--- config.mk ---
export PLATFORM = sky130hd
export DESIGN_NAME = booth_seq_ctrl
export DESIGN_NICKNAME = d
export VERILOG_FILES = /design/src/rtl/booth_seq_ctrl.sv
export SDC_FILE = /design/constraint.sdc
export NUM_CORES = 1
export LEC_CHECK = 0
export ABC_AREA = 0
export BUFFER_PORTS_ARGS = -buffer_cell sky130_fd_sc_hd__buf_4
export CAP_MARGIN = 20
export CORE_AREA = 2 2 39 41
export CTS_BUF_LIST = sky130_fd_sc_hd__clkbuf_16
export DETAILED_ROUTE_END_ITERATION = 10
export DIE_AREA = 0 0 41 43
export GPL_ROUTABILITY_DRIVEN = 0
export GPL_TIMING_DRIVEN = 0
export PLACE_DENSITY = 0.56
export SYNTH_ARGS = -nofsm -noshare
export SYNTH_HDL_FRONTEND = slang
export SYNTH_SLANG_ARGS = --single-unit
--- constraint.sdc ---
create_clock -name clk -period 1.2 [get_ports clk]
set_clock_uncertainty 0.05 [all_clocks]
set_input_delay 0.24 -clock clk [delete_from_list [all_inputs] [get_ports clk]]
set_output_delay 0.24 -clock clk [all_outputs]
set_load 0.005 [all_outputs]
--- src/rtl/booth_seq_ctrl.sv ---
// Control FSM for the sequential Booth multiplier: load, then EVAL/SHIFT/CHECK per iteration until the counter reports zero.
// Optional macro BOOTH_SKIP_EN folds the shift into EVAL when {q0,q_m1} is 00 or 11.
module booth_seq_ctrl #(
    parameter int WIDTH = 8,
    parameter int CNT_W = 4
) (
    input  logic             clk,
    input  logic             rst,
    input  logic             start,
    input  logic             done_ack,
    input  logic             q0,
    input  logic             q_m1,
    input  logic             cnt_zero,
    output logic             busy,
    output logic             done,
    output logic             ld_regs,
    output logic             add_en,
    output logic             sub_en,
    output logic             shift_en,
    output logic             cnt_load,
    output logic [CNT_W-1:0] cnt_load_value,
    output logic             cnt_dec
);

    typedef enum logic [2:0] {
        IDLE  = 3'd0,
        LOAD  = 3'd1,
        EVAL  = 3'd2,
        SHIFT = 3'd3,
        CHECK = 3'd4,
        DONE  = 3'd5
    } state_t;

    state_t state, next_state;

    if (WIDTH < 1 || WIDTH > (2 ** CNT_W) - 1) begin : g_bad_width
        $fatal(1, "booth_seq_ctrl: WIDTH=%0d does not fit a %0d-bit counter", WIDTH, CNT_W);
    end

    assign cnt_load_value = CNT_W'(WIDTH);

    always_ff @(posedge clk) begin
        if (rst)
            state <= IDLE;
        else
            state <= next_state;
    end

    always_comb begin
        next_state = state;
        busy       = 1'b0;
        done       = 1'b0;
        ld_regs    = 1'b0;
        add_en     = 1'b0;
        sub_en     = 1'b0;
        shift_en   = 1'b0;
        cnt_load   = 1'b0;
        cnt_dec    = 1'b0;
        case (state)
            IDLE: begin
                if (start)
                    next_state = LOAD;
            end
            LOAD: begin
                busy       = 1'b1;
                ld_regs    = 1'b1;
                cnt_load   = 1'b1;
                next_state = EVAL;
            end
            EVAL: begin
                busy       = 1'b1;
                next_state = SHIFT;
                case ({q0, q_m1})
                    2'b10:   sub_en = 1'b1;
                    2'b01:   add_en = 1'b1;
                    default: begin
`ifdef BOOTH_SKIP_EN
                        // Nothing to add or subtract, so the shift happens here.
                        shift_en   = 1'b1;
                        cnt_dec    = 1'b1;
                        next_state = CHECK;
`endif
                    end
                endcase
            end
            SHIFT: begin
                busy       = 1'b1;
                shift_en   = 1'b1;
                cnt_dec    = 1'b1;
                next_state = CHECK;
            end
            CHECK: begin
                // Idle cycle so the decremented count reaches cnt_zero.
                busy = 1'b1;
                if (cnt_zero)
                    next_state = DONE;
                else
                    next_state = EVAL;
            end
            DONE: begin
                done = 1'b1;
                if (start)
                    next_state = LOAD;
                else if (done_ack)
                    next_state = IDLE;
            end
            default: next_state = IDLE;
        endcase
    end

endmodule

==> qor.csv, run 1 <==
metric;value;unit
RSZ-0062 raised after global routing;true;
Cells on Worst Hold Path;2;
# IOs;19;
Fillers;123;
synthesis-stage register bit count;3;
biggest regs;state x3;
Final Slew Violations;0;
Total Power;0.9011;mW
DRT Wirelength;981;um
1st-iter DRT viols;1;
WL per Instance;12.11;um
GRT Resource Usage Total;12.73;%
dpl hpwl;505.7;um
Worst Hold Launch;rst;
Worst R2R End;state[1];
layout cells sized above 1;76.92;%
Yosys warnings;0;
TritonCTS clock tree;done;
Syn Std Cell Area;347.8;um2
final setup TNS;-1.459;ns
pre-CTS setup slack;-0.09060;ns
Via density;4.296;
Clock Latency Late Sink;0.23;ns
Max Fclk;687.4;MHz
R2R setup slack;0.01;ns
Synth area leaders;dfxtp_1 17%, buf_4 15%, nor4b_2 8.6%, nor2b_4 7.9%, nor4b_4 6.8%;
post-synth top area share;17.27;%
CTS sink count;3;
Slowest cell on crit path;dfxtp_1;
CTS max path bufs;2;
core area;1384;um2
Detail Route Antenna Nets;0;
Worst setup SP type;flip-flop;
Reg2Reg Depth;6;
Die Wd;41;um
Initial Util;25.14;%
ant diodes;0;
Syn Area/Cell;9.401;um2
hold buffer count at CTS;0;
Seq/Total Area, Yosys;17.27;%
Static Leakage;0.3207;nW
Biggest register;state;
Max VDD drop;0.4774;mV
vias in the first global route;339;
crit path max fanout;8;
Final #Nets;73;
first-pass GRT wire length;1352;um
Cell Rows;14;
placed cell area;485.5;um2
htree depth;1;
pin count of the biggest net entering global routing;11;
final hold vios;0;
clock slew at reported path FFs;0.03;ns
port buffer count;14;
violated checks;negative setup slack;
Largest register FFs;3;
Syn Inst Count;37;
CTS Buf Count;3;
worst path arrival time;1.16;ns
first-pass detailed-route iteration total;4;
Yosys cell types;21;
Power Dens Cells;1277;nW/um2
Area growth syn-to-layout;102.9;%
CP Cell Sequence;buf_6 > nand2b_4 > nor4b_4 > buf_4;
Residual DRC;0;
Worst EP required;0.91;ns
Final setup viols;8;
Max Cap Violations;0;
remaining global-route overflow;0;
largest area contributor in the netlist;dfxtp_1;
status;complete, but fails checks;
Setup CP Type;flip-flop to output pin;
hold endpoint;state[0];
Hold Path Class;input port to flip-flop;
CP peak stage delay;0.29;ns
worst reg2reg startpoint;state[2];
min setup slack post-route;-0.2547;ns
minimum clock period;1.455;ns
critical path endpoint category;output pin;
period utilization;121.2;%
initial antenna violation count;0;
Root Buffer;clkbuf_16;
Die ar.;1763;um2
Vias;348;
die height;43;um
post-route cell area;705.7;um2
[timing repair]
item / 4_1_cts / 5_1_grt
setup buffers: 5 / 3
gates cloned: 0 / 1
resized for setup: 9 / 8
setup endpoints to repair: 8 / 10
pin swaps: 2 / 1
[power by group]
part | switching, mW | total (mW) | internal, mW
Sequential | 0.0141 | 0.124 | 0.110
Clock | 0.0985 | 0.529 | 0.430
Combinational | 0.0948 | 0.248 | 0.153
Total | 0.207 | 0.901 | 0.694
[per-layer routing]
metal  global-route usage (%)  vias up  share of wire (%)
li1                         -      170                  -
met1                    8.946      160                 30
met2                    22.50       14                 60
met3                    1.571        4                4.6
met4                    16.00        0                5.0
met5                        0        -                  0
[metrics by stage]
step	utilization, %	std cells	hold WS (ns)
5_1_grt	50.99	81	0.1542
4_1_cts	47.02	78	0.1478
6_report	50.99	81	0.1471
2_1_floorplan	-	39	0.2524
3_5_place_dp	35.08	69	0.3801
3_3_place_gp	35.08	69	0.3820
[cells in the mapped netlist]
cell type and n:
a21oi_2 1, a221oi_2 1, and2_1 2, buf_4 7
buf_6 2, conb_1 2, dfxtp_1 3, inv_1 1
nand2b_1 1, nand3b_1 1, nor2_1 2, nor2b_4 2
nor3b_1 2, nor4b_2 2, nor4b_4 1, o21ai_0 2
o21ai_1 1, o21ai_2 1, o21bai_1 1, o31ai_1 1
xnor2_1 1
[cells in the final DEF (no fill, tap or decap)]
master / instances
buf_4: 23
buf_6: 6
conb_1: 4
nor4b_4: 3
clkbuf_16: 3
nor2b_4: 2
o21ai_0: 2
inv_1: 2
dfxtp_4: 2
nor3b_4: 1
and2_1: 1
and2_4: 1
nor2_2: 1
xnor2_2: 1
nand2b_4: 1
nor3b_1: 1
o31ai_2: 1
nor2_1: 1
nand3b_1: 1
o21ai_2: 1
a21oi_2: 1
o21ai_1: 1
o21bai_1: 1
a221oi_2: 1
buf_2: 1
buf_12: 1
dfxtp_1: 1
[layout make-up]
class	instances	area, um2	area share (%)
tap	16	20.02	2.837
sequential	3	67.56	9.574
timing repair buffer	23	193.9	27.48
multi-input combinational	26	270.3	38.30
clock inverter	1	3.754	0.5319
buffer	8	71.32	10.11
inverter	1	3.754	0.5319
clock buffer	3	75.07	10.64
[worst max path at each step]
stage	start	to	slack [ns]	depth (start not counted)
3_5_place_dp	state[2]	sub_en	-0.09	4
4_1_cts	state[1]	ld_regs	-0.26	5
5_1_grt	state[2]	add_en	-0.32	4
3_3_place_gp	state[2]	sub_en	-0.08	4
6_report	state[2]	add_en	-0.25	4
2_1_floorplan	state[1]	shift_en	0.04	4
[kinds of logic (layout without fill, tap and decap cells)]
| family | count (synthesis) | count (layout) | share of synthesized area, % |
|---|---|---|---|
| simple gates | 13 | 13 | 37.41 |
| buf+inv | 10 | 36 | 22.66 |
| xor+xnor | 1 | 1 | 2.518 |
| compound gates | 8 | 8 | 17.99 |
| other cells | 2 | 4 | 2.159 |
| flops | 3 | 3 | 17.27 |
[worst max-delay path: cells and delay by family, from the launching register on]
family / cells / cell delay (ns)
and+or+nand+nor: 2 / 0.36
DFF: 1 / 0.29
buffers and inverters: 2 / 0.27
Power figures use the tool's default switching activity.
==> run 2, diff against run 1 <==
--- a/config.mk
+++ b/config.mk
@@ -15,6 +15,7 @@
 export GPL_ROUTABILITY_DRIVEN = 0
 export GPL_TIMING_DRIVEN = 0
 export PLACE_DENSITY = 0.56
+export SKIP_LAST_GASP = 1
 export SYNTH_ARGS = -nofsm -noshare
 export SYNTH_HDL_FRONTEND = slang
 export SYNTH_SLANG_ARGS = --single-unit
==> run 2 against run 1 <==
  * The flow still finishes with violations (negative setup slack)
  * Clock power is essentially flat
  * Cell area shrank 2.1%
  * Via count shrank 0.57%
  * Sequential cell count is the same
  * Routed wire length grew 1.4%
  * Critical path depth is the same
  * Sequential power is essentially flat
  * Largest cell class unchanged
  * Largest power group unchanged
==> qor.csv, run 2 (synthesis results as in run 1) <==
metric;value;unit;change
Worst setup SP type;flip-flop;;unchanged
Biggest register;state;;unchanged
critical path endpoint category;output pin;;unchanged
first-pass detailed-route iteration total;4;;unchanged
Most Crowded Layer GR;met2;;unchanged
final setup TNS;-1.451;ns;was -1.459 ns
CTS max path bufs;2;;unchanged
Clock Latency Late Sink;0.23;ns;about the same
TritonCTS clock tree;done;;unchanged
Final #Nets;73;;unchanged
commonest non-fill, non-tap cell in the layout;buf_4;;unchanged
dpl hpwl;505.7;um;unchanged
final hold vios;0;;unchanged
worst path arrival time;1.16;ns;about the same
status;complete, but fails checks;;unchanged
core area;1384;um2;unchanged
# IOs;19;;unchanged
port buffer count;14;;unchanged
vias in the first global route;342;;was 339
period utilization;121.2;%;about the same
Total Power;0.8924;mW;was 0.9011 mW
Cell Rows;14;;unchanged
Area growth syn-to-layout;98.56;%;was 102.9%
remaining global-route overflow;0;;unchanged
final core utilization;49.91;%;was 50.99%
1st-iter DRT viols;1;;unchanged
violated checks;negative setup slack;;unchanged
htree depth;1;;unchanged
Worst EP required;0.91;ns;about the same
initial antenna violation count;0;;unchanged
Via density;4.272;;was 4.296
Root Buffer;clkbuf_16;;unchanged
CP peak stage delay;0.29;ns;about the same
RSZ-0062 raised after global routing;true;;unchanged
Largest register FFs;3;;unchanged
Die ar.;1763;um2;unchanged
most frequent cells in the layout;25 x buf_4, 4 x buf_6, 4 x conb_1, 3 x nor4b_4, 3 x clkbuf_16;;was 23 x buf_4, 6 x buf_6, 4 x conb_1, 3 x nor4b_4, 3 x clkbuf_16
GRT met3 Usage;1.571;%;unchanged
grt met1 use;9.265;%;was 8.946%
Reg area;67.56;um2;unchanged
DP Cell Count;69;;unchanged
first-pass GRT wire length;1380;um;was 1352 um
pre-CTS setup slack;-0.09060;ns;unchanged
CTS sink count;3;;unchanged
Vias;346;;was 348
Power Dens Cells;1292;nW/um2;was 1277 nW/um2
crit path max fanout;8;;unchanged
Finished Layout Cells;81;;unchanged
Fillers;123;;unchanged
die height;43;um;unchanged
Max Cap Violations;0;;unchanged
pin count of the biggest net entering global routing;11;;unchanged
Setup CP Type;flip-flop to output pin;;unchanged
biggest regs;state x3;;unchanged
CTS Buf Count;3;;unchanged
Hold Path Class;input port to flip-flop;;unchanged
Residual DRC;0;;unchanged
Die Wd;41;um;unchanged
Cells on Worst Hold Path;2;;unchanged
GRT Resource Usage Total;13.03;%;was 12.73%
DRT Wirelength;995;um;was 981 um
Initial Util;25.14;%;unchanged
Final Slew Violations;0;;unchanged
ant diodes;0;;unchanged
Static Leakage;0.3131;nW;was 0.3207 nW
Slowest cell on crit path;dfxtp_1;;unchanged
Reg2Reg Depth;6;;unchanged
CP Cell Sequence;buf_6 > nand2b_4 > nor4b_4 > buf_4;;unchanged
clock slew at reported path FFs;0.03;ns;about the same
minimum clock period;1.454;ns;was 1.455 ns
min setup slack post-route;-0.2540;ns;was -0.2547 ns
Max Fclk;687.8;MHz;was 687.4 MHz
Detail Route Antenna Nets;0;;unchanged
Max VDD drop;0.4716;mV;was 0.4774 mV
Final setup viols;8;;unchanged
WL per Instance;12.28;um;was 12.11 um
global-route met2 utilization;23.13;%;was 22.50%
layout cells sized above 1;75.38;%;was 76.92%
multi-input logic area;262.8;um2;was 270.3 um2
[run 2: cell counts in the layout (fill, tap and decap cells not counted)]
Identical to the previous run, type by type.
[run 2: area by class of cell]
cell class	instances	share of cell area, %
repair buffers	23	27.54
clock inverters	1	0.5435
well taps	16	2.899
flip-flops and latches	3	9.783
clock buffers	3	10.87
multi-input cells	26	38.04
inverters	1	0.5435
plain buffers	8	9.783
[run 2: worst paths after layout]
check	start	to	slack [ns]
setup / recovery	state[2]	add_en	-0.25
hold / removal	rst	state[0]	0.15
setup reg to reg	state[2]	state[1]	0.01
hold reg to reg	state[0]	state[0]	0.56
[run 2: what timing repair did]
item | CTS | global route
setup buffers | 5 | 3
hold buffers | 0 | 0
endpoints found under the setup margin | 8 | 10
pin swaps | 2 | 1
gates cloned | 0 | 1
gates resized for setup | 7 | 7
[run 2: critical path, delay by kind of cell, from the launching register on]
kind / cells / cell delay, ns
DFF: 1 / 0.29
buffers and inverters: 2 / 0.27
and+or+nand+nor: 2 / 0.36
[run 2: metrics by stage]
stage / instance area [um2] / hold slack [ns]
2_1_floorplan: 360.3 / 0.2524
3_3_place_gp: 485.5 / 0.3820
3_5_place_dp: 485.5 / 0.3801
4_1_cts: 643.1 / 0.1478
5_1_grt: 690.7 / 0.1555
6_report: 690.7 / 0.1474
[run 2: layer usage]
metal	share of wire [%]	routed length, um
met5	0	0
met1	30	294
met2	61	610
met4	3.9	39
met3	5.0	50
[run 2: where the power goes]
group | switching [mW] | total (mW) | leakage, nW | internal [mW]
registers | 0.0139 | 0.124 | 0.0259 | 0.110
clock network | 0.0988 | 0.529 | 0.0423 | 0.430
logic | 0.0915 | 0.239 | 0.245 | 0.148
total | 0.204 | 0.892 | 0.313 | 0.688
